**src/rtl/seq_ser_pkg.sv**
```systemverilog
// Shared types and helpers for the bit serializer feeding the 1011 sequence detector.
package seq_ser_pkg;

  typedef enum logic [1:0] {
    IDLE  = 2'd0,
    SHIFT = 2'd1,
    PAR   = 2'd2
  } ser_state_e;

  // Bit-counter width; never narrower than one bit.
  function automatic int cnt_width(input int width);
    return (width < 2) ? 1 : $clog2(width);
  endfunction

endpackage

```
**src/rtl/seq_bit_serializer.sv**
```systemverilog
// PISO serializer: valid/ready word in, one bit per clock out on x, zero-gap streaming.
// Optional macro SER_PARITY_EN appends an even-parity bit (state PAR) after each word.
module seq_bit_serializer
  import seq_ser_pkg::*;
#(
  parameter int WIDTH      = 8,
  parameter bit MSB_FIRST  = 1'b1,
  parameter bit IDLE_LEVEL = 1'b0
) (
  input  logic             clk,
  input  logic             reset,
  input  logic [WIDTH-1:0] in_data,
  input  logic             in_valid,
  output logic             in_ready,
  output logic             x,
  output logic             x_valid,
  output logic             busy,
  output logic             done
);

  localparam int            CW   = cnt_width(WIDTH);
  localparam logic [CW-1:0] LAST = CW'(WIDTH - 1);

  ser_state_e       state, state_nxt;
  logic [WIDTH-1:0] sreg, sreg_nxt;
  logic [CW-1:0]    cnt, cnt_nxt;
  logic             x_nxt;
  logic             rdy_en;
  logic             last_bit;
  logic             accept;
`ifdef SER_PARITY_EN
  logic             par_bit, par_nxt;
`endif

  function automatic logic head_bit(input logic [WIDTH-1:0] w);
    return MSB_FIRST ? w[WIDTH-1] : w[0];
  endfunction

  function automatic logic [WIDTH-1:0] shift_word(input logic [WIDTH-1:0] w);
    return MSB_FIRST ? {w[WIDTH-2:0], 1'b0} : {1'b0, w[WIDTH-1:1]};
  endfunction

  assign last_bit = (state == SHIFT) && (cnt == LAST);

  // rdy_en keeps in_ready low until one full clock after reset releases.
`ifdef SER_PARITY_EN
  assign done     = (state == PAR);
  assign in_ready = reset && rdy_en && ((state == IDLE) || (state == PAR));
`else
  assign done     = last_bit;
  assign in_ready = reset && rdy_en && ((state == IDLE) || last_bit);
`endif

  assign accept = in_valid && in_ready;

  always_comb begin
    state_nxt = state;
    sreg_nxt  = sreg;
    cnt_nxt   = cnt;
`ifdef SER_PARITY_EN
    par_nxt   = par_bit;
`endif
    case (state)
      IDLE: begin
        if (accept) begin
          state_nxt = SHIFT;
          sreg_nxt  = in_data;
          cnt_nxt   = '0;
`ifdef SER_PARITY_EN
          par_nxt   = ^in_data;
`endif
        end
      end
      SHIFT: begin
        if (cnt == LAST) begin
`ifdef SER_PARITY_EN
          state_nxt = PAR;
          cnt_nxt   = '0;
`else
          if (accept) begin
            sreg_nxt = in_data;
            cnt_nxt  = '0;
          end else begin
            state_nxt = IDLE;
            sreg_nxt  = '0;
            cnt_nxt   = '0;
          end
`endif
        end else begin
          sreg_nxt = shift_word(sreg);
          cnt_nxt  = cnt + CW'(1);
        end
      end
`ifdef SER_PARITY_EN
      PAR: begin
        if (accept) begin
          state_nxt = SHIFT;
          sreg_nxt  = in_data;
          cnt_nxt   = '0;
          par_nxt   = ^in_data;
        end else begin
          state_nxt = IDLE;
          sreg_nxt  = '0;
          cnt_nxt   = '0;
        end
      end
`endif
      default: begin
        state_nxt = IDLE;
        sreg_nxt  = '0;
        cnt_nxt   = '0;
      end
    endcase

    // x is registered: compute the bit that will be on the line after this edge.
    x_nxt = IDLE_LEVEL;
    if (state_nxt == SHIFT) begin
      x_nxt = head_bit(sreg_nxt);
    end
`ifdef SER_PARITY_EN
    else if (state_nxt == PAR) begin
      x_nxt = par_nxt;
    end
`endif
  end

  always_ff @(posedge clk) begin
    if (!reset) begin
      state   <= IDLE;
      sreg    <= '0;
      cnt     <= '0;
      x       <= IDLE_LEVEL;
      x_valid <= 1'b0;
      busy    <= 1'b0;
      rdy_en  <= 1'b0;
`ifdef SER_PARITY_EN
      par_bit <= 1'b0;
`endif
    end else begin
      state   <= state_nxt;
      sreg    <= sreg_nxt;
      cnt     <= cnt_nxt;
      x       <= x_nxt;
      x_valid <= (state_nxt != IDLE);
      busy    <= (state_nxt != IDLE);
      rdy_en  <= 1'b1;
`ifdef SER_PARITY_EN
      par_bit <= par_nxt;
`endif
    end
  end

endmodule

```
**config.mk**
```make
export PLATFORM = sky130hd
export DESIGN_NAME = seq_bit_serializer
export DESIGN_NICKNAME = d
export VERILOG_FILES = /design/src/rtl/seq_ser_pkg.sv /design/src/rtl/seq_bit_serializer.sv
export SDC_FILE = /design/constraint.sdc
export NUM_CORES = 1
export LEC_CHECK = 0
export CELL_PAD_IN_SITES_DETAIL_PLACEMENT = 0
export CELL_PAD_IN_SITES_GLOBAL_PLACEMENT = 1
export CORE_MARGIN = 2
export CORE_UTILIZATION = 35
export CTS_CLUSTER_DIAMETER = 50
export CTS_CLUSTER_SIZE = 24
export DETAILED_ROUTE_END_ITERATION = 12
export PLACE_DENSITY = 0.79
export SYNTH_ARGS = -nofsm -noshare
export SYNTH_HDL_FRONTEND = slang
export SYNTH_SLANG_ARGS = --single-unit
```
**constraint.sdc**
```tcl
create_clock -name clk -period 2.3 [get_ports clk]
set_clock_uncertainty 0.2 [all_clocks]
set_input_delay 0.46 -clock clk [delete_from_list [all_inputs] [get_ports clk]]
set_output_delay 0.46 -clock clk [all_outputs]
set_load 0.02 [all_outputs]
```
Word level (Yosys, flattened, before mapping)
Index checks and enable logic that the tools add are counted.

Register bits: 16. Input bits: 11. Output and inout bits: 5. Logic and storage cells: 32.

Add/sub/neg operators: 1. Eq/ne operators: 4. Multiplexer cells: 12. Reduce and logical (&&, ||, !) cells: 8.

Operator list (number): 8-bit 2-to-1 mux (3); 8-bit case mux with 2 select lines (1); 2-bit 2-to-1 mux (3); 3-bit 2-to-1 mux (2); 3-bit case mux with 2 select lines (1); 2-bit by 1-bit equality test with 1-bit output, second input constant (2); 1-bit logical AND (4); 2-bit case mux with 2 select lines (1); 3-bit by 1-bit adder with 3-bit output, second input constant (1); 3-bit equality test, second input constant (1); 2-bit logical NOT (1); 2-bit != test, second input constant (1); 2-bit AND reduction (1); 2-bit nonzero test (1); 1-bit logical OR (1); 1-bit 2-to-1 mux (1).

Depth between registers and ports, before layout
Gate-level depths: netlist of the first run.

Depth in word-level cells: 10. Mapped depth: 6. Gate-level depth less buffers: 5.

Worst setup path after synthesis of the first run
OpenSTA, ideal clock, no wires.

Kind: flip-flop to output port. From: reg cnt[0]. To: out in_ready. Data arrival time: 1.336 ns. Required time: 1.640 ns. Path slack: 0.304 ns. Cell stages (with the launch flop): 7. Path buffers: 1. Cell sequence: dfxtp_1 -> ha_1 -> ha_1 -> nand2b_1 -> buf_2 -> nand2_1 -> nor2_1.

Cells in the longest elaborated chain, start to end: 4.

RTL lines: start: declaration (line seq_bit_serializer.sv:26) `logic [CW-1:0] cnt, cnt_nxt;`; start signal: assignment (line seq_bit_serializer.sv:142) `cnt <= cnt_nxt;`; 3-bit equality test (line seq_bit_serializer.sv:43) `assign last_bit = (state == SHIFT) && (cnt == LAST);`; 1-bit logical AND (line seq_bit_serializer.sv:43); 1-bit logical OR (line seq_bit_serializer.sv:51) `assign in_ready = reset && rdy_en && ((state == IDLE) || last_bit);`; 1-bit logical AND (line seq_bit_serializer.sv:51); end: declaration (line seq_bit_serializer.sv:14) `output logic in_ready,`.

Every way passes these cells.

Final worst setup path of the first run
From: reg cnt[0]. To: out done.

Cells in the longest elaborated chain, start to end: 2.

RTL lines: 3-bit equality test (line seq_bit_serializer.sv:43); 1-bit logical AND (line seq_bit_serializer.sv:43); end: declaration (line seq_bit_serializer.sv:18) `output logic done`.

Every way passes these cells.

==> flow_metrics.env, run 1 <==
export IMPL_arrival_ns=1.47
export IMPL_ys_flop_type="dfxtp_1"
export IMPL_reg2regPathDepth=6
export IMPL_synth_area_leader_cell="dfxtp_1"
export IMPL_core_um2=1940
export IMPL_ctsHtreeMaxLevel=1
export IMPL_clkLatencyLatePin_ns=0.29
export IMPL_drv_cap=0
export IMPL_cts_setup_buffers=0
export IMPL_fillers=198
export IMPL_clock_fmax_mhz=469
export IMPL_routedWlPerCell_um=11.1
export IMPL_rsz0062_at_grt="no"
export IMPL_io_buffers=15
export IMPL_startpoint="cnt[0]"
export IMPL_worst_path_max_fanout=3
export IMPL_clk_pin_slew_ns=0.10
export IMPL_grt_max_degree=12
export IMPL_synthToLayoutAreaGrowth_pct=30.2
export IMPL_num_io_pins=16
export IMPL_ys_ff_latch=16
export IMPL_initial_utilization_pct=36.7
export IMPL_grt_pass1_wl_mm=2.27
export IMPL_internal_power_w=0.000421
export IMPL_drt_wl_total_mm=1.37
export IMPL_wl_met3_um=70
export IMPL_synth_most_common_cell="dfxtp_1"
export IMPL_synthArstFlopShare_pct=0
export IMPL_synthTopCellsByArea="dfxtp_1, nand2_1, nand3_1"
export IMPL_grt_usage_pct=12.2
export IMPL_critPathLaunchType="register"
export IMPL_multi_input_area_um2=349
export IMPL_p_sw_share_pct=23.5
export IMPL_dieArea_um2=2410
export IMPL_diodes=0
export IMPL_die_w_um=49.1
export IMPL_clkPwrFrac_pct=34.4
export IMPL_setup_viol=0
export IMPL_cts_hold_buffers=0
export IMPL_post_cts_resized=3
export IMPL_dr_wl_met2_um=568
export IMPL_cts_root_buf="clkbuf_4"
export IMPL_via_per_inst=4.96
export IMPL_netSwitchingPower_w=0.000130
export IMPL_grt_overflow_total=0
export IMPL_dr_pass1_iters=4
export IMPL_timing_rr_end="x"
export IMPL_cts_max_path_buffers=2
export IMPL_fin_crit_sh_pct=92.6
export IMPL_power_w=0.000551
export IMPL_layout_area_seq_um2=320
export IMPL_setup_slack_ns=0.170
export IMPL_r2r_start="cnt[0]"
export IMPL_num_rows=16
export IMPL_avgSynthCellArea_um2=9.38
export IMPL_synthTopCellsByCount="dfxtp_1, nand2_1, nand3_1"
export IMPL_vias=610
export IMPL_hold_viol=0
export IMPL_pre_cts_ws_ns=-0.0750
export IMPL_syn_inst=76
export IMPL_gp_congestion=0.698
export IMPL_critical_path_class="reg -> out"
export IMPL_maxSlewViolCount=0
export IMPL_first_global_vias=501
export IMPL_ir_drop_mv=0.322
export IMPL_cts_tree="built"
export IMPL_required_ns=1.64
export IMPL_drive_above_1_share_pct=19.8
export IMPL_p_seq_share_pct=53.8
export IMPL_worst_hold_path_type="reg -> reg"
export IMPL_clock_sinks=16
export IMPL_power_density_nw_per_um2=593
export IMPL_die_h_um=49.1
export IMPL_synthDistinctLibCells=26
export IMPL_synth_edff_count=0
export IMPL_synth_top_area_share_pct=44.9
export IMPL_rrSetupSlack_ns=0.53
export IMPL_power_frac_comb_pct=11.9
export IMPL_end_kind="output port"
export IMPL_nets=110
export IMPL_status="complete, no violations"
export IMPL_cts_buffers=3
export IMPL_fin_crit_ns=2.13
export IMPL_met1_length_um=703
export IMPL_synth_nets=89
export IMPL_drc_errors=0
export IMPL_dp_hpwl_um=935
export IMPL_drtAntennaViolNets=0
export IMPL_yosys_warnings=0
export IMPL_crit_path_end="done"
export IMPL_top_layer_used="met4"
export IMPL_netlist_area_um2=713
export IMPL_p_leak_nw=0.340
export IMPL_antenna_found_initial=0
export IMPL_yosysSeqAreaShare_pct=44.9
export IMPL_drtIter0Drc=7
final cells by class:
class	instances	area share, %
well taps	27	3.64
flip-flops and latches	16	34.5
clock buffers	4	3.91
multi-input cells	54	37.6
inverters	1	0.404
repair buffers	21	19.9
worst min-delay path by stage:
stage	startpoint	endpoint	slack, ns	cells past startpoint
3_3_place_gp	sreg[0]	sreg[0]	0.24	2
6_report	sreg[0]	sreg[0]	0.27	2
5_1_grt	sreg[0]	sreg[0]	0.27	2
4_1_cts	sreg[0]	sreg[0]	0.27	2
3_5_place_dp	sreg[0]	sreg[0]	0.25	2
2_1_floorplan	sreg[0]	sreg[0]	0.23	2
through the flow:
stage	area [um2]	utilization (%)	setup TNS [ns]	hold slack [ns]	std cells
3_5_place_dp	902	46.5	-0.0750	0.252	119
3_3_place_gp	902	46.5	-0.0635	0.240	119
2_1_floorplan	713	-	0	0.229	76
5_1_grt	928	47.8	0	0.269	123
4_1_cts	937	48.3	0	0.265	123
6_report	928	47.8	0	0.266	123
metal layers:
metal,track usage [%],vias up
li1,-,308
met1,16.3,280
met2,17.8,16
met3,3.07,6
met4,7.14,0
met5,0,-
cell families after synthesis:
logic type,count (synthesis),share of synthesized area (%)
fa+ha+maj,2,3.51
flops,16,44.9
simple gates,29,22.5
compound gates,22,22.5
buf+inv,6,6.14
other cells,1,0.526
cells in the final DEF (no fill, tap or decap), drive strengths merged:
master	count
dfxtp	16
clkdlybuf4s50	13
nand2	11
nand3	8
o21ai	7
buf	6
a31oi	6
clkbuf	6
a21oi	4
nand2b	2
nor2	2
nand3b	2
a2bb2oi	2
a21boi	2
ha	2
and3b	1
and4b	1
a311o	1
nor3b	1
nor2b	1
inv	1
conb	1
critical path, stage by stage (launching register included):
cell and delay, ns:
dfxtp_1 0.34, ha_1 0.20, ha_1 0.20, buf_4 0.15, and3b_1 0.16, clkbuf_2 0.15
registers in the layout, indices dropped and copies added (netlist names):
name	count
sreg	8
x	1
rdy_en	1
state	2
cnt	3
busy	1
power by group through the flow:
stage | combinational, W | sequential [W] | clock, W
after floorplan | 0.0000372 | 0.000301 | 0
after global placement | 0.0000664 | 0.000302 | 0
after detailed placement | 0.0000663 | 0.000302 | 0
after CTS | 0.0000662 | 0.000296 | 0.000193
after global routing | 0.0000720 | 0.000297 | 0.000203
final | 0.0000654 | 0.000296 | 0.000189
(Power assumes the default switching activity.)
==> run 2, diff against run 1 <==
--- a/config.mk
+++ b/config.mk
@@ -13,6 +13,7 @@
 export CTS_CLUSTER_SIZE = 24
 export DETAILED_ROUTE_END_ITERATION = 12
 export PLACE_DENSITY = 0.79
+export SETUP_SLACK_MARGIN = 0.4
 export SYNTH_ARGS = -nofsm -noshare
 export SYNTH_HDL_FRONTEND = slang
 export SYNTH_SLANG_ARGS = --single-unit
==> run 2 against run 1 <==
Effect of this change: setup slack gained 0.14 ns; combinational power up 11%; design area is 9.6% higher; sequential share of layout area shrank 2.8 points; sequential cell count is the same; register-to-register slack lost 0.02 ns; critical endpoint unchanged; largest power group unchanged; highest routed layer unchanged.
==> flow_metrics.env, run 2 (same netlist as run 1, synthesis figures left out) <==
export IMPL_grt_pass1_wl_mm=2.46
export IMPL_tns_ns=0
export IMPL_drc_errors=0
export IMPL_drtIter0Drc=15
export IMPL_slowest_stage="dfxtp_2"
export IMPL_cts_max_path_buffers=2
export IMPL_grt_overflow_total=0
export IMPL_dieArea_um2=2410
export IMPL_cts_hold_buffers=0
export IMPL_num_io_pins=16
export IMPL_antenna_found_initial=0
export IMPL_drive_above_1_share_pct=30.3
export IMPL_top_register="sreg"
export IMPL_fillers=200
export IMPL_via_per_inst=4.97
export IMPL_fin_crit_ns=1.99
export IMPL_end_kind="output port"
export IMPL_grt_max_degree=12
export IMPL_cts_buffers=3
export IMPL_final_cell_mix="dfxtp_1, clkdlybuf4s50_1, nand2_1"
export IMPL_rsz0062_at_grt="yes"
export IMPL_io_buffers=15
export IMPL_ir_drop_mv=0.294
export IMPL_layout_area_seq_um2=323
export IMPL_p_leak_nw=0.389
export IMPL_top_layer_used="met4"
export IMPL_maxSlewViolCount=0
export IMPL_multi_input_area_um2=398
export IMPL_pre_cts_ws_ns=-0.120
export IMPL_reg_top3="sreg x8, cnt x3, state x2"
export IMPL_setup_viol=0
export IMPL_rrSetupSlack_ns=0.51
export IMPL_netSwitchingPower_w=0.000120
export IMPL_fin_crit_sh_pct=86.5
export IMPL_vias=626
export IMPL_crit_path_end="done"
export IMPL_first_global_vias=581
export IMPL_ctsHtreeMaxLevel=1
export IMPL_critPathLaunchType="register"
export IMPL_dr_wl_met2_um=707
export IMPL_slowest_delay_ns=0.34
export IMPL_setup_slack_ns=0.310
export IMPL_power_density_nw_per_um2=501
export IMPL_drv_cap=0
export IMPL_drt_wl_total_mm=1.46
export IMPL_grt_usage_pct=13.1
export IMPL_dr_pass1_iters=4
export IMPL_met1_length_um=685
export IMPL_clock_fmax_mhz=503
export IMPL_timing_rr_end="x"
export IMPL_core_um2=1940
export IMPL_worst_hold_path_type="reg -> reg"
export IMPL_clkLatencyLatePin_ns=0.27
export IMPL_synthToLayoutAreaGrowth_pct=42.6
export IMPL_layout_commonest_cell="dfxtp_1"
export IMPL_routedWlPerCell_um=11.5
export IMPL_internal_power_w=0.000390
export IMPL_num_rows=16
export IMPL_largest_register_ff_count=8
export IMPL_nets=114
export IMPL_critical_path_class="reg -> out"
export IMPL_gp_congestion=0.704
export IMPL_clkPwrFrac_pct=27.5
export IMPL_final_core_util_pct=52.4
export IMPL_die_w_um=49.1
export IMPL_wl_met3_um=52
export IMPL_diodes=0
export IMPL_r2r_start="cnt[0]"
export IMPL_worstPathCellList="ha_4 > ha_4 > buf_6 > and3b_1 > buf_6"
export IMPL_clock_sinks=16
export IMPL_cts_tree="built"
export IMPL_reg2regPathDepth=7
export IMPL_p_seq_share_pct=58.2
export IMPL_status="complete, no violations"
export IMPL_startpoint="cnt[0]"
export IMPL_worst_path_max_fanout=2
export IMPL_p_sw_share_pct=23.5
export IMPL_hold_viol=0
export IMPL_drtAntennaViolNets=0
export IMPL_required_ns=1.64
export IMPL_clk_pin_slew_ns=0.09
export IMPL_cts_root_buf="clkbuf_4"
export IMPL_power_frac_comb_pct=14.3
export IMPL_initial_utilization_pct=36.7
export IMPL_dp_hpwl_mm=1.02
export IMPL_arrival_ns=1.33
export IMPL_die_h_um=49.1
[run 2: metrics by stage]
stage          area (um2)  instances  power (W)  hold WS (ns)
2_1_floorplan         721         76   0.000340         0.229
3_3_place_gp          910        119   0.000370         0.244
3_5_place_dp          910        119   0.000371         0.247
4_1_cts               987        124   0.000514         0.260
5_1_grt              1020        126   0.000538         0.297
6_report             1020        126   0.000510         0.259
[run 2: final cells by class]
type / instances / area share, %
Clock buffer: 3 / 2.21
Inverter: 1 / 0.369
Multi-Input combinational cell: 54 / 39.1
Sequential cell: 16 / 31.7
Tap cell: 27 / 3.32
Timing Repair Buffer: 25 / 23.2
[run 2: critical path: cells and delay by family (launching register included)]
kind          cells  cell delay, ns
fa+ha+maj         2            0.31
flops             1            0.34
simple gates      1            0.16
buf+inv           2            0.24
[run 2: layer usage]
| metal | vias to the layer above | track usage, % |
|---|---|---|
| li1 | 320 | - |
| met4 | 0 | 5.71 |
| met5 | - | 0 |
| met1 | 295 | 16.7 |
| met3 | 2 | 3.07 |
| met2 | 9 | 20.9 |
[run 2: worst min-delay path by stage]
| stage | cells past startpoint | to | from |
|---|---|---|---|
| 6_report | 2 | sreg[0] | sreg[0] |
| 5_1_grt | 2 | sreg[0] | sreg[0] |
| 4_1_cts | 2 | sreg[0] | sreg[0] |
| 3_5_place_dp | 2 | sreg[0] | sreg[0] |
| 3_3_place_gp | 2 | sreg[0] | sreg[0] |
| 2_1_floorplan | 2 | sreg[0] | sreg[0] |
[run 2: power by group through the flow]
stage / Combinational (W) / Clock (W) / Sequential [W]
floorplan: 0.0000387 / 0 / 0.000301
global route: 0.0000798 / 0.000159 / 0.000299
CTS: 0.0000695 / 0.000148 / 0.000297
finish: 0.0000728 / 0.000140 / 0.000297
global placement: 0.0000678 / 0 / 0.000302
detailed placement: 0.0000683 / 0 / 0.000302
[run 2: what timing repair did]
| item | 4_1_cts | 5_1_grt |
|---|---|---|
| endpoints found under the setup margin | 2 | 9 |
| resized for setup | 20 | 6 |
| pin swaps | 2 | 2 |
| hold endpoints to repair | 0 | 0 |
| setup buffers | 2 | 2 |
==> run 3, diff against run 2 <==
--- a/config.mk
+++ b/config.mk
@@ -5,6 +5,7 @@
 export SDC_FILE = /design/constraint.sdc
 export NUM_CORES = 1
 export LEC_CHECK = 0
+export CAP_MARGIN = 20
 export CELL_PAD_IN_SITES_DETAIL_PLACEMENT = 0
 export CELL_PAD_IN_SITES_GLOBAL_PLACEMENT = 1
 export CORE_MARGIN = 2
@@ -14,6 +15,7 @@
 export DETAILED_ROUTE_END_ITERATION = 12
 export PLACE_DENSITY = 0.79
 export SETUP_SLACK_MARGIN = 0.4
+export SLEW_MARGIN = 20
 export SYNTH_ARGS = -nofsm -noshare
 export SYNTH_HDL_FRONTEND = slang
 export SYNTH_SLANG_ARGS = --single-unit
==> results of run 3 <==
Same layout as run 2: the final DEF is identical, and so are final timing and power.
